[src/rtl/simon_pkg.sv]
// Shared constants, the Z4 round-constant sequence and FSM state type for the
// Simon-128/256 key schedule.
package simon_pkg;

    localparam int SIMON_WORD_W    = 64;
    localparam int SIMON_KEY_WORDS = 4;
    localparam int SIMON_ROUNDS    = 72;

    // Z4[0] is the leftmost bit of the literal, matching the Simon paper's ordering.
    localparam logic [61:0] SIMON_Z4 =
        62'b11010001111001101011011000100000010111000011001010010011101111;

    typedef enum logic [1:0] {
        KS_IDLE   = 2'd0,
        KS_LOAD   = 2'd1,
        KS_EXPAND = 2'd2,
        KS_FIN    = 2'd3
    } ks_state_t;

    function automatic logic z4_bit(input logic [5:0] idx);
        return SIMON_Z4[6'd61 - idx];
    endfunction

endpackage

[src/rtl/simon_ks_round.sv]
// One Simon key-expansion step for m=4:
// (k[i-1], k[i-3], k[i-4], z) -> k[i].
module simon_ks_round
    import simon_pkg::*;
#(
    parameter int WORD_W = SIMON_WORD_W
) (
    input  logic [WORD_W-1:0] k_m1,
    input  logic [WORD_W-1:0] k_m3,
    input  logic [WORD_W-1:0] k_m4,
    input  logic              zbit,
    output logic [WORD_W-1:0] k_new
);

    logic [WORD_W-1:0] tmp_a_s;
    logic [WORD_W-1:0] tmp_b_s;
    logic [WORD_W-1:0] const_s;

    // Rotate, mix and fold in the round constant (z in bit 0, then XOR with 3).
    always_comb begin
        tmp_a_s = {k_m1[2:0], k_m1[WORD_W-1:3]} ^ k_m3;
        tmp_b_s = tmp_a_s ^ {tmp_a_s[0], tmp_a_s[WORD_W-1:1]};
        const_s = {{(WORD_W-2){1'b0}}, 1'b1, ~zbit};
        k_new   = ~k_m4 ^ tmp_b_s ^ const_s;
    end

endmodule

[src/rtl/simon_key_sched_ctrl.sv]
// Simon-128/256 key-schedule sequencer: writes 72 round keys into the round-key RAM
// on a start edge. Define SIMON_KS_DROP_CNT_EN to add the dropped_starts counter.
module simon_key_sched_ctrl
    import simon_pkg::*;
#(
    parameter int WORD_W    = SIMON_WORD_W,
    parameter int KEY_WORDS = SIMON_KEY_WORDS,
    parameter int ROUNDS    = SIMON_ROUNDS,
    parameter int ADDR_W    = 7
) (
    input  logic                        clk,
    input  logic                        rst,
    input  logic [KEY_WORDS*WORD_W-1:0] init_key,
    input  logic                        key_compute_start,
    output logic                        rk_we,
    output logic [ADDR_W-1:0]           rk_addr,
    output logic [WORD_W-1:0]           rk_wdata,
    output logic                        busy,
    output logic                        keys_ready,
    output logic                        done
`ifdef SIMON_KS_DROP_CNT_EN
    ,
    output logic [7:0]                  dropped_starts
`endif
);

    localparam logic [ADDR_W-1:0] LOAD_LAST = ADDR_W'(KEY_WORDS - 1);
    localparam logic [ADDR_W-1:0] LAST_RND  = ADDR_W'(ROUNDS - 1);

    ks_state_t         state_r;
    logic [WORD_W-1:0] sr_r [0:3];
    logic [ADDR_W-1:0] rnd_r;
    logic [5:0]        zidx_r;
    logic              start_q_r;

    logic              start_rise_s;
    logic [ADDR_W-1:0] rnd_inc_s;
    logic [1:0]        load_idx_s;
    logic [5:0]        zidx_nxt_s;
    logic [WORD_W-1:0] next_k_s;

    // Start edge detect and counter increments.
    always_comb begin
        start_rise_s = key_compute_start & ~start_q_r;
        rnd_inc_s    = rnd_r + ADDR_W'(1);
        load_idx_s   = rnd_r[1:0] + 2'd1;
        if (zidx_r == 6'd61) begin
            zidx_nxt_s = 6'd0;
        end else begin
            zidx_nxt_s = zidx_r + 6'd1;
        end
    end

    // sr_r[3] is the newest word k[i-1]; sr_r[0] the oldest k[i-4].
    simon_ks_round #(.WORD_W(WORD_W)) u_round (
        .k_m1  (sr_r[3]),
        .k_m3  (sr_r[1]),
        .k_m4  (sr_r[0]),
        .zbit  (z4_bit(zidx_r)),
        .k_new (next_k_s)
    );

    // Schedule FSM; outputs describe the write presented during the current state.
    always_ff @(posedge clk) begin
        if (rst) begin
            state_r    <= KS_IDLE;
            rnd_r      <= '0;
            zidx_r     <= 6'd0;
            start_q_r  <= 1'b0;
            rk_we      <= 1'b0;
            rk_addr    <= '0;
            rk_wdata   <= '0;
            busy       <= 1'b0;
            keys_ready <= 1'b0;
            done       <= 1'b0;
            for (int w = 0; w < 4; w++) begin
                sr_r[w] <= '0;
            end
        end else begin
            start_q_r <= key_compute_start;
            case (state_r)
                KS_IDLE: begin
                    rk_we <= 1'b0;
                    done  <= 1'b0;
                    if (start_rise_s) begin
                        for (int w = 0; w < 4; w++) begin
                            sr_r[w] <= init_key[w*WORD_W +: WORD_W];
                        end
                        rk_we      <= 1'b1;
                        rk_addr    <= '0;
                        rk_wdata   <= init_key[WORD_W-1:0];
                        busy       <= 1'b1;
                        keys_ready <= 1'b0;
                        rnd_r      <= '0;
                        zidx_r     <= 6'd0;
                        state_r    <= KS_LOAD;
                    end
                end
                KS_LOAD: begin
                    rk_we   <= 1'b1;
                    rk_addr <= rnd_inc_s;
                    rnd_r   <= rnd_inc_s;
                    if (rnd_r == LOAD_LAST) begin
                        // Leaving LOAD: first computed key goes out, window starts sliding.
                        rk_wdata <= next_k_s;
                        sr_r[0]  <= sr_r[1];
                        sr_r[1]  <= sr_r[2];
                        sr_r[2]  <= sr_r[3];
                        sr_r[3]  <= next_k_s;
                        zidx_r   <= zidx_nxt_s;
                        state_r  <= KS_EXPAND;
                    end else begin
                        rk_wdata <= sr_r[load_idx_s];
                    end
                end
                KS_EXPAND: begin
                    if (rnd_r == LAST_RND) begin
                        rk_we      <= 1'b0;
                        busy       <= 1'b0;
                        keys_ready <= 1'b1;
                        done       <= 1'b1;
                        state_r    <= KS_FIN;
                    end else begin
                        rk_we    <= 1'b1;
                        rk_addr  <= rnd_inc_s;
                        rk_wdata <= next_k_s;
                        rnd_r    <= rnd_inc_s;
                        sr_r[0]  <= sr_r[1];
                        sr_r[1]  <= sr_r[2];
                        sr_r[2]  <= sr_r[3];
                        sr_r[3]  <= next_k_s;
                        zidx_r   <= zidx_nxt_s;
                    end
                end
                KS_FIN: begin
                    rk_we   <= 1'b0;
                    done    <= 1'b0;
                    state_r <= KS_IDLE;
                end
                default: begin
                    rk_we   <= 1'b0;
                    busy    <= 1'b0;
                    done    <= 1'b0;
                    state_r <= KS_IDLE;
                end
            endcase
        end
    end

`ifdef SIMON_KS_DROP_CNT_EN
    // Saturating count of start edges rejected because a schedule was running.
    always_ff @(posedge clk) begin
        if (rst) begin
            dropped_starts <= 8'd0;
        end else if (start_rise_s && busy && (dropped_starts != 8'hFF)) begin
            dropped_starts <= dropped_starts + 8'd1;
        end
    end
`endif

endmodule

[config.mk]
export PLATFORM = sky130hd
export DESIGN_NAME = simon_key_sched_ctrl
export DESIGN_NICKNAME = d
export VERILOG_FILES = /design/src/rtl/simon_pkg.sv /design/src/rtl/simon_ks_round.sv /design/src/rtl/simon_key_sched_ctrl.sv
export SDC_FILE = /design/constraint.sdc
export NUM_CORES = 1
export LEC_CHECK = 0
export CAP_MARGIN = 5
export CORE_ASPECT_RATIO = 0.7
export CORE_MARGIN = 1.5
export CORE_UTILIZATION = 52
export CTS_CLUSTER_DIAMETER = 120
export DETAILED_ROUTE_END_ITERATION = 7
export GPL_TIMING_DRIVEN = 1
export PLACE_DENSITY = 0.9
export SYNTH_ARGS = -nofsm -noshare
export SYNTH_HDL_FRONTEND = slang
export SYNTH_SLANG_ARGS = --single-unit
[constraint.sdc]
create_clock -name clk -period 5.1 [get_ports clk]
set_clock_uncertainty 0.05 [all_clocks]
set_input_delay 1.02 -clock clk [delete_from_list [all_inputs] [get_ports clk]]
set_output_delay 1.02 -clock clk [all_outputs]
set_load 0.01 [all_outputs]
* After elaboration in Yosys (flattened, before gate mapping)
Memories as Yosys holds them, arrays and structs flattened.
Cells that the tools add are included.
** Storage, ports and cells
- Input bits :: 259
- Memory bits (read-only) :: 64
- Register bits :: 84
- Memories kept :: 2
- Memory bits (writable) :: 256
- Output and inout port bits :: 75
- Word-level logic and storage cells :: 107
** Memory list
- sr_r :: words 4, width 64, rd ports 5, clocked after memory_dff 0, write ports 4, RTL line simon_key_sched_ctrl.sv:31 : logic [WORD_W-1:0] sr_r [0:3];
- (no name shown) :: words 64, width 1, rd ports 1, clocked after memory_dff 0, write ports 0, RTL line simon_pkg.sv:21 : return SIMON_Z4[6'd61 - idx];
** Operators by class
- Equal/unequal tests :: 10
- $add $sub $neg :: 4
- Bitwise gates (word level) :: 20
- Magnitude comparators :: 1
- Multiplexer cells :: 51
- Reduce and logical (&&, ||, !) cells :: 10
** Operators with widths (count)
- 64-bit two-way mux :: 15
- 64-bit one-hot mux with 3 select lines :: 1
- 64-bit bitwise XOR :: 3
- 64-bit inverter :: 1
- 64-bit by 2-bit bitwise XOR with 64-bit output :: 1
- 6-bit two-way mux :: 4
- 7-bit one-hot mux with 3 select lines :: 1
- 1-bit two-way mux :: 19
- 6-bit one-hot mux with 3 select lines :: 1
- 7-bit two-way mux :: 2
- 1-bit OR :: 12
- 3-bit AND reduction :: 3
- 2-bit inequality test (second input constant) :: 4
- 2-bit one-hot mux with 4 select lines :: 1
- 7-bit by 1-bit adder with 7-bit output (second input constant) :: 1
- 7-bit by 2-bit == test with 1-bit output (second input constant) :: 1
- 7-bit == test (second input constant) :: 1
- 6-bit by 7-bit less-than comparator with 1-bit output (second input constant) :: 1
- 6-bit by 1-bit adder with 6-bit output (second input constant) :: 1
- 6-bit == test (second input constant) :: 1
- 2-bit two-way mux :: 3
- 1-bit one-hot mux with 2 select lines :: 3
- 6-bit subtractor (first input constant) :: 1
- 2-bit == test (second input constant) :: 2
- other kinds (11) :: 13

* Logic depth before layout (Yosys ltp)
Gate-level depths: netlist of run 1.
- Word-level depth :: 9
- Mapped depth :: 9
- Gate-level depth less buffers :: 8

* By module
Synthesis of run 1 repeated with hierarchy kept, for this count alone.
** Second synthesis, totals
- Cell total of the unflattened synthesis :: 1926
- Area total of the unflattened synthesis :: 21057.7 um^2
** Modules (own cells, without submodules)
- simon_key_sched_ctrl :: instances 1, area an instance 19038.3 um^2, seq. area each 9369.0 um^2, cells an instance 1797
- simon_ks_round :: instances 1, area an instance 2019.4 um^2, seq. area each 0.0 um^2, cells an instance 129

* Worst setup path after synthesis of run 1
OpenSTA, ideal clock, no wires.
- Kind :: in2reg
- Start :: input port rst
- End :: memory sr_r[0][0] (netlist name), enable pin
- Required time :: 4198 ps
- Library setup time :: 852 ps
- Slack :: 1111 ps
- Stages :: 4
- Data arrival time :: 3087 ps
- Path buffers :: 2
- Cells stage by stage :: clkbuf_1 > clkbuf_1 > nor2_1 > nand3_1
** RTL lines
- from (decl) :: RTL line simon_key_sched_ctrl.sv:12 : input logic rst,
- to (decl) :: RTL line simon_key_sched_ctrl.sv:31

==> flow_summary_export.csv, run 1 <==
group,metric,value,unit
run_status,outcome,"finished clean",
drt,drc,0,
setup_path,startpoint_type,"register",
final_layout,final_common_cell,"clkdlybuf4s50_1",
cts,cts_tree,"yes",
final_layout,drive_above_1_share,9.922,%
cts,h-tree-depth,2,
cts,cts.reportedPaths.clkPinSlew,0.06,ns
floorplan,die-area,35610,um2
sta,fin_setup_tns,0,ns
placed_design,hpwl,37.40,mm
power,leakage,8.060,nW
synthesis,ys_seq_area_share,52.27,%
cts,clk_latency,0.53,ns
synthesis,synth_top_area_share,42.89,%
placed_design,place_area,21480,um2
synthesis,synth_area,17920,um2
sta,period_needed,3.844,ns
final_layout,design_area,22720,um2
power,power_density,643.2,nW/um2
final_layout,syn_to_final_growth,26.79,%
floorplan,core_area,33700,um2
setup_path,slowest_delay,0.81,ns
synthesis,synth.distinct_cells,44,
setup_path,critical_path_class,"reg2reg",
sta,worst-slew-pin-transition,1.112,ns
setup_path,path_cells,"ha_4 > nor4b_4 > and3_1 > nor2b_1 > nor2_1 > nand3_4 > buf_4",
final_layout,utilization,67.43,%
setup_path,rr_endpoint,"sr_r[2][7]$_DFFE_PP_",
floorplan,die_w,224.9,um
placed_design,io_buffers,333,
setup_path,crit_arrival,4.05,ns
sta,fin_crit_sh,75.37,%
sta,setup_viol,0,
global_route,grt_usage,33.65,%
setup_path,rr_startpoint,"rnd_r[0]$_SDFFE_PP0P_",
global_route,grt_overflow,0,
global_route,grt_max_degree,82,
cts,clockBufferDepth,3,
setup_path,endpoint_kind,"register",
cts,cts_buffers,37,
cts,cts-resized-gates,0,
power,ir_worst_vdd,473.2,uV
cts,post_cts_buffers,0,
floorplan,io_pins,334,
synthesis,syn_inst,1372,
setup_path,cp_max_fo,43,
floorplan,die_h,158.3,um
setup_path,cp.required,5.30,ns
sta,finalHoldViolCount,0,
final_layout,layout.nets,1918,
setup_path,worstRegToRegCells,7,
synthesis,yosysTopAreaCell,"edfxtp_1",
synthesis,synthFlopType,"edfxtp_1",
drt,ant_nets,0,
setup_path,crit_slowest_cell,"nand3_4",
sta,worst_slack,1.256,ns
cts,clkSinkCount,340,
placed_design,placed_cells,2069,
synthesis,synth_nets,1646,
drt,avgRoutedWirePerCell,28.61,um
synthesis,yosys_warnings,0,
placed_design,routabilityCongestion,0.8971,
floorplan,initial_core_util,53.18,%
floorplan,fp-row-count,56,
global_route,antenna_found_initial,6,
synthesis,async_flop_share,0,%
final_layout,stdcell_count,2140,
min_path,hold_path_end,"rk_wdata[22]$_SDFFE_PP0P_",
cts,cts_hold_buf,0,
final_layout,final_cell_mix,"332 x clkdlybuf4s50_1, 256 x a22o_1, 256 x edfxtp_1, 138 x xnor2_1, 85 x nor2_1",
synthesis,synth_edf_count,256,
min_path,hp-start,"rk_wdata[22]$_SDFFE_PP0P_",
synthesis,synth_area_leaders,"edfxtp_1 43%, a22o_1 13%, dfxtp_1 9.4%, mux4_2 8.2%, xnor2_1 6.7%",
drt,wirelength,61.23,mm
flow_run,cap_violations,0,
drt,via_count,14905,
drt,via_per_inst,6.965,
drt,drt-pass1-iter-count,6,
drt,drt_iter0_drc,2306,
placed_design,dp_slack,1.295,ns
min_path,min_path_cells,2,
global_route,grt_pass1_vias,14928,
sta,relSlewSlack,25.87,%
synthesis,ys_seq_elements,340,
sta,clock.fmax,0.2602,GHz
sta,grt_setup_unrepaired,"false",
min_path,hold_class,"reg2reg",
synthesis,syn_area_per_cell,13.06,um2
global_route,grt_pass1_wl,89.91,mm
cts,cts_root_buffer,"clkbuf_16",
setup_path,ff2ff_setup_slack,1.26,ns
sta,drv_slew,0,
==> cell type report <==
type                       count  area, um2
antenna                        3      7.507
clock buffer                  53       1079
clock inverter                15      160.2
fill                        2293      10980
inverter                       7      26.28
multi-input combinational    902       7958
sequential                   340       9373
tap                          464      580.6
timing repair buffer         356       3541
==> cells by family after synthesis <==
| group | synth area share, % |
|---|---|
| DFF | 52.27 |
| xor gates and xnor gates | 10.11 |
| AOI/OAI and AO/OA | 16.52 |
| adders and majority gates | 1.047 |
| muxes | 8.503 |
| and+or+nand+nor | 7.525 |
| buffers and inverters | 4.028 |
==> metal layers <==
layer | global-route usage (%) | part of all wire (%) | routed length [um]
met1 | 43.92 | 36 | 22100
met2 | 53.69 | 46 | 28060
met3 | 8.987 | 14 | 8717
met4 | 13.74 | 3.8 | 2305
met5 | 0 | 0.072 | 44
==> power by group <==
part	total (mW)	internal [mW]	switching, mW
Combinational	6.66	2.86	3.80
Sequential	5.17	4.22	0.944
Clock	2.78	1.63	1.15
Total	14.6	8.72	5.90
==> cell usage after synthesis, types with 2 or more instances <==
library cell  number
a22o_1           256
edfxtp_1         256
xnor2_1          138
nor2_1            85
dfxtp_1           84
xor2_1            67
nor3_1            66
mux4_2            65
a221oi_1          64
nor4_1            64
buf_2             58
clkbuf_1          39
buf_6             21
nand2_1           18
ha_1              15
a21oi_1           12
nand3_1           10
inv_1              7
mux2i_1            6
buf_1              4
nor2b_1            4
nand2b_1           3
o21ai_0            3
a21oi_2            2
a31o_2             2
and2_1             2
and3_1             2
nand4_1            2
o21bai_1           2
==> stage by stage <==
step | total power [mW] | hold slack (ns)
after CTS | 14.42 | 0.4548
after floorplan | 9.377 | 0.4319
final | 14.62 | 0.4525
after detailed placement | 11.54 | 0.4446
after global routing | 15.15 | 0.4780
after global placement | 11.28 | 0.4377
==> flip-flops by register name (all words and copies together), names as in the netlist <==
signal and flops:
busy 1, done 1, keys_ready 1, rk_wdata 64, rk_we 1, rnd_r 7, sr_r 256, start_q_r 1
state_r 2, zidx_r 6
==> how the worst max path moves through the flow <==
stage,startpoint,endpoint,slack [ns],depth (start not counted)
finish,rnd_r[0]$_SDFFE_PP0P_,sr_r[2][7]$_DFFE_PP_,1.26,7
global route,rnd_r[0]$_SDFFE_PP0P_,sr_r[2][7]$_DFFE_PP_,1.06,7
CTS,rnd_r[0]$_SDFFE_PP0P_,sr_r[2][7]$_DFFE_PP_,1.26,7
detailed placement,key_compute_start,sr_r[0][14]$_DFFE_PP_,1.30,6
global placement,key_compute_start,rk_wdata[19]$_SDFFE_PP0P_,1.42,8
floorplan,rst,sr_r[0][0]$_DFFE_PP_,1.11,4
==> worst max-delay path: cells and delay by family (launching register included) <==
family                   cells  cell delay [ns]
adder cells (fa/ha/maj)      1             0.23
buffers and inverters        1             0.52
flip-flops                   1             0.71
AND/OR/NAND/NOR              5             2.05
Note: power is estimated with default switching activity, not from simulation.
==> run 2, diff against run 1 <==
--- a/config.mk
+++ b/config.mk
@@ -8,11 +8,11 @@
 export CAP_MARGIN = 5
 export CORE_ASPECT_RATIO = 0.7
 export CORE_MARGIN = 1.5
-export CORE_UTILIZATION = 52
+export CORE_UTILIZATION = 48
 export CTS_CLUSTER_DIAMETER = 120
 export DETAILED_ROUTE_END_ITERATION = 7
 export GPL_TIMING_DRIVEN = 1
-export PLACE_DENSITY = 0.9
+export PLACE_DENSITY = 0.87
 export SYNTH_ARGS = -nofsm -noshare
 export SYNTH_HDL_FRONTEND = slang
 export SYNTH_SLANG_ARGS = --single-unit
==> constraint.sdc (replaced) <==
create_clock -name clk -period 3.3 [get_ports clk]
set_clock_uncertainty 0.05 [all_clocks]
set_input_delay 0.66 -clock clk [delete_from_list [all_inputs] [get_ports clk]]
set_output_delay 0.66 -clock clk [all_outputs]
set_load 0.01 [all_outputs]
==> run 2 against run 1 <==
Net effect:
- global-route usage is 2.5 points lower
- highest routed layer unchanged
- utilization is 4.1 points lower
- hold slack worse by 0.011 ns
- largest power group unchanged
- largest cell class unchanged
- final cell count is 1.4% higher
==> flow_summary_export.csv, run 2 (same netlist as run 1, synthesis figures left out) <==
group,metric,value,unit
final_layout,regMostFlops,"sr_r",
setup_path,cpLargestDelayFamily,"buffers and inverters",
cts,clockBufferDepth,3,
cts,cts_hold_buf,0,
cts,clkSinkCount,340,
global_route,grt_overflow,0,
global_route,grt_pass1_wl,89.93,mm
final_layout,layout.nets,1933,
final_layout,largest_reg_flops,256,
final_layout,design_area,23030,um2
sta,period_needed,3.024,ns
final_layout,largestRegisters,"sr_r (256), rk_wdata (64), rnd_r (7)",
placed_design,routabilityCongestion,0.8974,
run_status,outcome,"finished clean",
final_layout,syn_to_final_growth,28.49,%
sta,fin_crit_sh,91.63,%
setup_path,critPathBufInv,2,
drt,via_per_inst,6.744,
final_layout,final_cell_mix,"332 x clkdlybuf4s50_1, 256 x a22o_1, 256 x edfxtp_1, 138 x xnor2_1, 85 x nor2_1",
sta,drv_slew,0,
setup_path,critical_path_class,"reg2out",
cts,cts-resized-gates,0,
setup_path,startpoint_type,"register",
final_layout,fill_cells,2711,
floorplan,fp-row-count,58,
cts,cts.reportedPaths.clkPinSlew,0.06,ns
sta,holdWs,0.4412,ns
placed_design,io_buffers,333,
drt,drt-pass1-iter-count,5,
floorplan,die_w,234.0,um
sta,finalHoldViolCount,0,
floorplan,core_area,36360,um2
sta,clock.fmax,0.3307,GHz
flow_run,cap_violations,0,
power,leakage,8.194,nW
drt,wirelength,60.61,mm
setup_path,path_cells,"buf_4 > clkdlybuf4s50_1",
min_path,hold_class,"reg2reg",
drt,drt_iter0_drc,1970,
floorplan,die-area,38530,um2
global_route,antenna_found_initial,3,
placed_design,place_area,21810,um2
drt,avgRoutedWirePerCell,27.94,um
power,ir_worst_vdd,502.6,uV
power,pwr-share-seq,34.8,%
cts,cts_tree,"yes",
power,swShare,39.61,%
final_layout,drive_above_1_share,10.61,%
power,power_density,981.0,nW/um2
drt,drc,0,
setup_path,cp_max_fo,47,
drt,ant_nets,0,
global_route,grt_pass1_vias,14731,
sta,grt_setup_unrepaired,"false",
power,p_int,13.64,mW
setup_path,ff2ff_setup_slack,0.48,ns
global_route,grt_max_degree,112,
setup_path,endpoint_kind,"primary output",
drt,via_count,14627,
sta,worst-slew-pin-transition,0.9363,ns
setup_path,cp.required,2.59,ns
power,pwr-share-clk,18.7,%
sta,relSlewSlack,37.58,%
floorplan,die_h,164.7,um
cts,cts_root_buffer,"clkbuf_16",
cts,post_cts_buffers,0,
floorplan,io_pins,334,
placed_design,hpwl,39.33,mm
sta,setup_viol,0,
setup_path,crit_slowest_cell,"buf_4",
setup_path,crit_arrival,2.31,ns
floorplan,initial_core_util,49.30,%
global_route,grt_usage,31.12,%
cts,cts_buffers,36,
power,pwr-share-comb,46.5,%
setup_path,slowest_delay,0.70,ns
cts,clk_latency,0.53,ns
power,netSwitchingPower,8.949,mW
cts,h-tree-depth,2,
final_layout,final_common_cell,"clkdlybuf4s50_1",
==> run 2: cell count changes in the layout (fill, tap and decap cells not counted) <==
cell,change
buf_12,+15
buf_4,+1
clkbuf_1,+2
clkbuf_16,-1
clkbuf_8,+1
clkinv_1,-1
clkinv_2,-2
clkinvlp_4,-1
diode_2,-1
nand2_2,-1
nand2_4,+1
==> run 2: area by class of cell <==
class | instances | area [um2] | area share (%)
inverter | 7 | 26.28 | 0.1141
clock inverter | 11 | 138.9 | 0.6031
sequential | 340 | 9373 | 40.70
multi-input combinational | 902 | 7963 | 34.58
timing repair buffer | 372 | 3849 | 16.71
antenna | 2 | 5.005 | 0.02173
clock buffer | 55 | 1075 | 4.667
tap | 480 | 600.6 | 2.608
==> run 2: final timing paths <==
kind / startpoint / end / depth (start not counted)
setup / recovery: rnd_r[0]$_SDFFE_PP0P_ / rk_addr[0] / 2
hold reg to reg: done$_SDFFE_PP0P_ / done$_SDFFE_PP0P_ / 2
hold / removal: done$_SDFFE_PP0P_ / done$_SDFFE_PP0P_ / 2
setup reg to reg: rnd_r[1]$_SDFFE_PP0P_ / sr_r[3][48]$_DFFE_PP_ / 7
==> run 2: per-stage QoR <==
step                      TNS (ns)  instances  utilization, %  setup WS (ns)  total power [mW]
after floorplan            -105.09       1372               -        -0.4105             14.49
after global placement           0       2101           59.99         0.4972             17.75
after detailed placement         0       2101           59.99         0.3902             18.11
after CTS                        0       2167           63.33         0.2414             22.45
after global routing             0       2169           63.34         0.1934             23.56
final                            0       2169           63.34         0.2762             22.59
==> run 2: metal layers <==
layer	vias to the layer above	track usage, %	share of wire [%]
met2	1250	48.40	46
met4	2	11.92	3.3
met5	-	0	0.021
li1	6045	-	-
met3	142	7.320	13
met1	7188	42.44	38
==> run 2: power groups by stage <==
stage	Sequential (mW)	Combinational (mW)	Clock (mW)
after floorplan	7.57	6.92	0
after global placement	7.76	10.0	0
after detailed placement	7.83	10.3	0
after CTS	7.79	10.4	4.26
after global routing	7.97	11.2	4.43
final	7.87	10.5	4.23
==> run 2: tightest hold or removal path, cell delays in order (launching register included) <==
cell and delay [ns]:
dfxtp_1 0.32, mux2i_1 0.06, nor2_1 0.07
==> run 3, diff against run 2 <==
--- a/config.mk
+++ b/config.mk
@@ -7,7 +7,7 @@
 export LEC_CHECK = 0
 export CAP_MARGIN = 5
 export CORE_ASPECT_RATIO = 0.7
-export CORE_MARGIN = 1.5
+export CORE_MARGIN = 8
 export CORE_UTILIZATION = 48
 export CTS_CLUSTER_DIAMETER = 120
 export DETAILED_ROUTE_END_ITERATION = 7
==> run 3 against run 2 <==
Net effect:
- sequential share of layout area increased by 0.14 points
- sequential power about the same
- die area increased by 14%
- global-route usage shrank 4.5 points
- critical path depth grew 5
- via count rose by 0.22%
- clock-buffer cell count shrank 3
- utilization is 1.3 points lower
- sequential cell count did not move
- critical path type is now reg2reg
==> flow_summary_export.csv, run 3 (same netlist as run 1, synthesis figures left out) <==
group,metric,value,unit
setup_path,crit_slowest_cell,"buf_4",
setup_path,cpLargestDelayFamily,"buffers and inverters",
floorplan,io_pins,334,
sta,clock.fmax,0.3382,GHz
cts,cts_tree,"yes",
sta,finalHoldViolCount,0,
drt,drc,0,
setup_path,cp_max_fo,111,
drt,ant_nets,0,
floorplan,initial_core_util,48.46,%
final_layout,utilization,62.05,%
cts,cts_root_buffer,"clkbuf_16",
sta,relSlewSlack,10.61,%
power,netSwitchingPower,8.942,mW
power,pwr-share-comb,47.0,%
power,power_density,972.9,nW/um2
drt,avgRoutedWirePerCell,27.92,um
floorplan,core_area,36980,um2
cts,clkSinkCount,340,
cts,clk_latency,0.54,ns
power,leakage,8.127,nW
cts,cts-resized-gates,0,
cts,post_cts_buffers,0,
cts,cts_buffers,37,
setup_path,slowest_delay,0.99,ns
cts,cts_hold_buf,0,
placed_design,dp_slack,0.3848,ns
drt,via_per_inst,6.715,
placed_design,routabilityCongestion,0.9006,
sta,grt_setup_unrepaired,"false",
global_route,grt_pass1_wl,90.08,mm
drt,drt_iter0_drc,1882,
floorplan,fp-row-count,59,
sta,setup_viol,0,
global_route,grt_max_degree,112,
final_layout,largestRegisters,"sr_r (256), rk_wdata (64), rnd_r (7)",
sta,worst_slack,0.3431,ns
cts,cts.reportedPaths.clkPinSlew,0.06,ns
final_layout,regArea,9373,um2
power,pwr-share-seq,35.1,%
setup_path,startpoint_type,"register",
global_route,grt_usage,26.60,%
global_route,grt_pass1_vias,15036,
final_layout,final_cell_mix,"332 x clkdlybuf4s50_1, 256 x a22o_1, 256 x edfxtp_1, 138 x xnor2_1, 85 x nor2_1",
final_layout,multi_input_area,7963,um2
setup_path,path_cells,"ha_4 > nor4b_4 > and2_1 > nand2_1 > a21oi_4 > buf_4 > a22o_1",
final_layout,final_common_cell,"clkdlybuf4s50_1",
placed_design,hpwl,40.21,mm
final_layout,regMostFlops,"sr_r",
sta,drv_slew,0,
flow_run,cap_violations,0,
final_layout,fill_cells,2679,
drt,wirelength,60.96,mm
setup_path,endpoint_kind,"register",
setup_path,critical_path_class,"reg2reg",
final_layout,layout.nets,1930,
power,pwr-share-clk,17.9,%
placed_design,io_buffers,333,
placed_design,placed_cells,2105,
setup_path,cp.required,3.64,ns
drt,via_count,14659,
global_route,grt_overflow,0,
power,swShare,40.05,%
sta,fin_crit_sh,89.60,%
power,ir_worst_vdd,701.7,uV
sta,period_needed,2.957,ns
drt,drt-pass1-iter-count,5,
cts,clockBufferDepth,3,
run_status,outcome,"finished clean",
floorplan,die_w,247.0,um
cts,h-tree-depth,2,
final_layout,largest_reg_flops,256,
min_path,hold_class,"reg2reg",
final_layout,stdcell_count,2183,
global_route,antenna_found_initial,13,
final_layout,drive_above_1_share,10.22,%
floorplan,die-area,43880,um2
sta,worst-slew-pin-transition,1.341,ns
final_layout,syn_to_final_growth,28.04,%
floorplan,die_h,177.7,um
power,p_int,13.38,mW
setup_path,crit_arrival,3.29,ns
setup_path,critPathBufInv,1,
==> run 3: changes by cell type in the layout (fill, tap and decap cells not counted), sizes merged <==
cell,previous run,this run
inv,9,10
clkinv,6,9
clkbuf,55,52
diode,2,12
buf,40,36
bufinv,3,1
clkinvlp,0,1
==> run 3: area by class of cell <==
type / count / area share, %
antenna: 12 / 0.1309
clock buffer: 52 / 4.411
clock inverter: 14 / 0.5016
inverter: 7 / 0.1145
multi-input combinational: 902 / 34.70
sequential: 340 / 40.84
tap: 488 / 2.661
timing repair buffer: 368 / 16.64
==> run 3: through the flow <==
stage	cell area (um2)	total power, mW	hold slack (ns)	setup TNS, ns
after floorplan	17920	14.49	0.4319	-105.09
after global placement	21790	17.67	0.4371	0
after detailed placement	21790	18.10	0.4404	0
after CTS	22920	22.18	0.4486	0
after global routing	22950	23.31	0.4761	0
final	22950	22.33	0.4484	0
==> run 3: per-layer routing <==
layer	vias to the layer above	GRT usage, %	part of all wire [%]
li1	6068	-	-
met1	7200	33.85	36
met2	1240	42.45	47
met3	149	6.872	13
met4	2	12.19	3.8
met5	-	0	0.021
==> run 3: final timing paths <==
path	depth (start not counted)	to	start	slack (ns)
setup / recovery	7	sr_r[0][35]$_DFFE_PP_	rnd_r[1]$_SDFFE_PP0P_	0.34
hold / removal	2	rk_wdata[40]$_SDFFE_PP0P_	rk_wdata[40]$_SDFFE_PP0P_	0.45
setup reg to reg	7	sr_r[0][35]$_DFFE_PP_	rnd_r[1]$_SDFFE_PP0P_	0.34
hold reg to reg	2	rk_wdata[40]$_SDFFE_PP0P_	rk_wdata[40]$_SDFFE_PP0P_	0.45
==> run 3: worst reg2reg max path, stage by stage (launching register included) <==
cell and delay (ns):
dfxtp_1 0.40, ha_4 0.17, nor4b_4 0.27, and2_1 0.28, nand2_1 0.15, a21oi_4 0.15, buf_4 0.99, a22o_1 0.36
==> run 3: power by group through the flow <==
stage | logic, mW | registers (mW) | clock network [mW]
2_1_floorplan | 6.92 | 7.57 | 0
3_3_place_gp | 9.96 | 7.71 | 0
3_5_place_dp | 10.3 | 7.80 | 0
4_1_cts | 10.4 | 7.76 | 4.03
5_1_grt | 11.2 | 7.95 | 4.21
6_report | 10.5 | 7.84 | 4.00
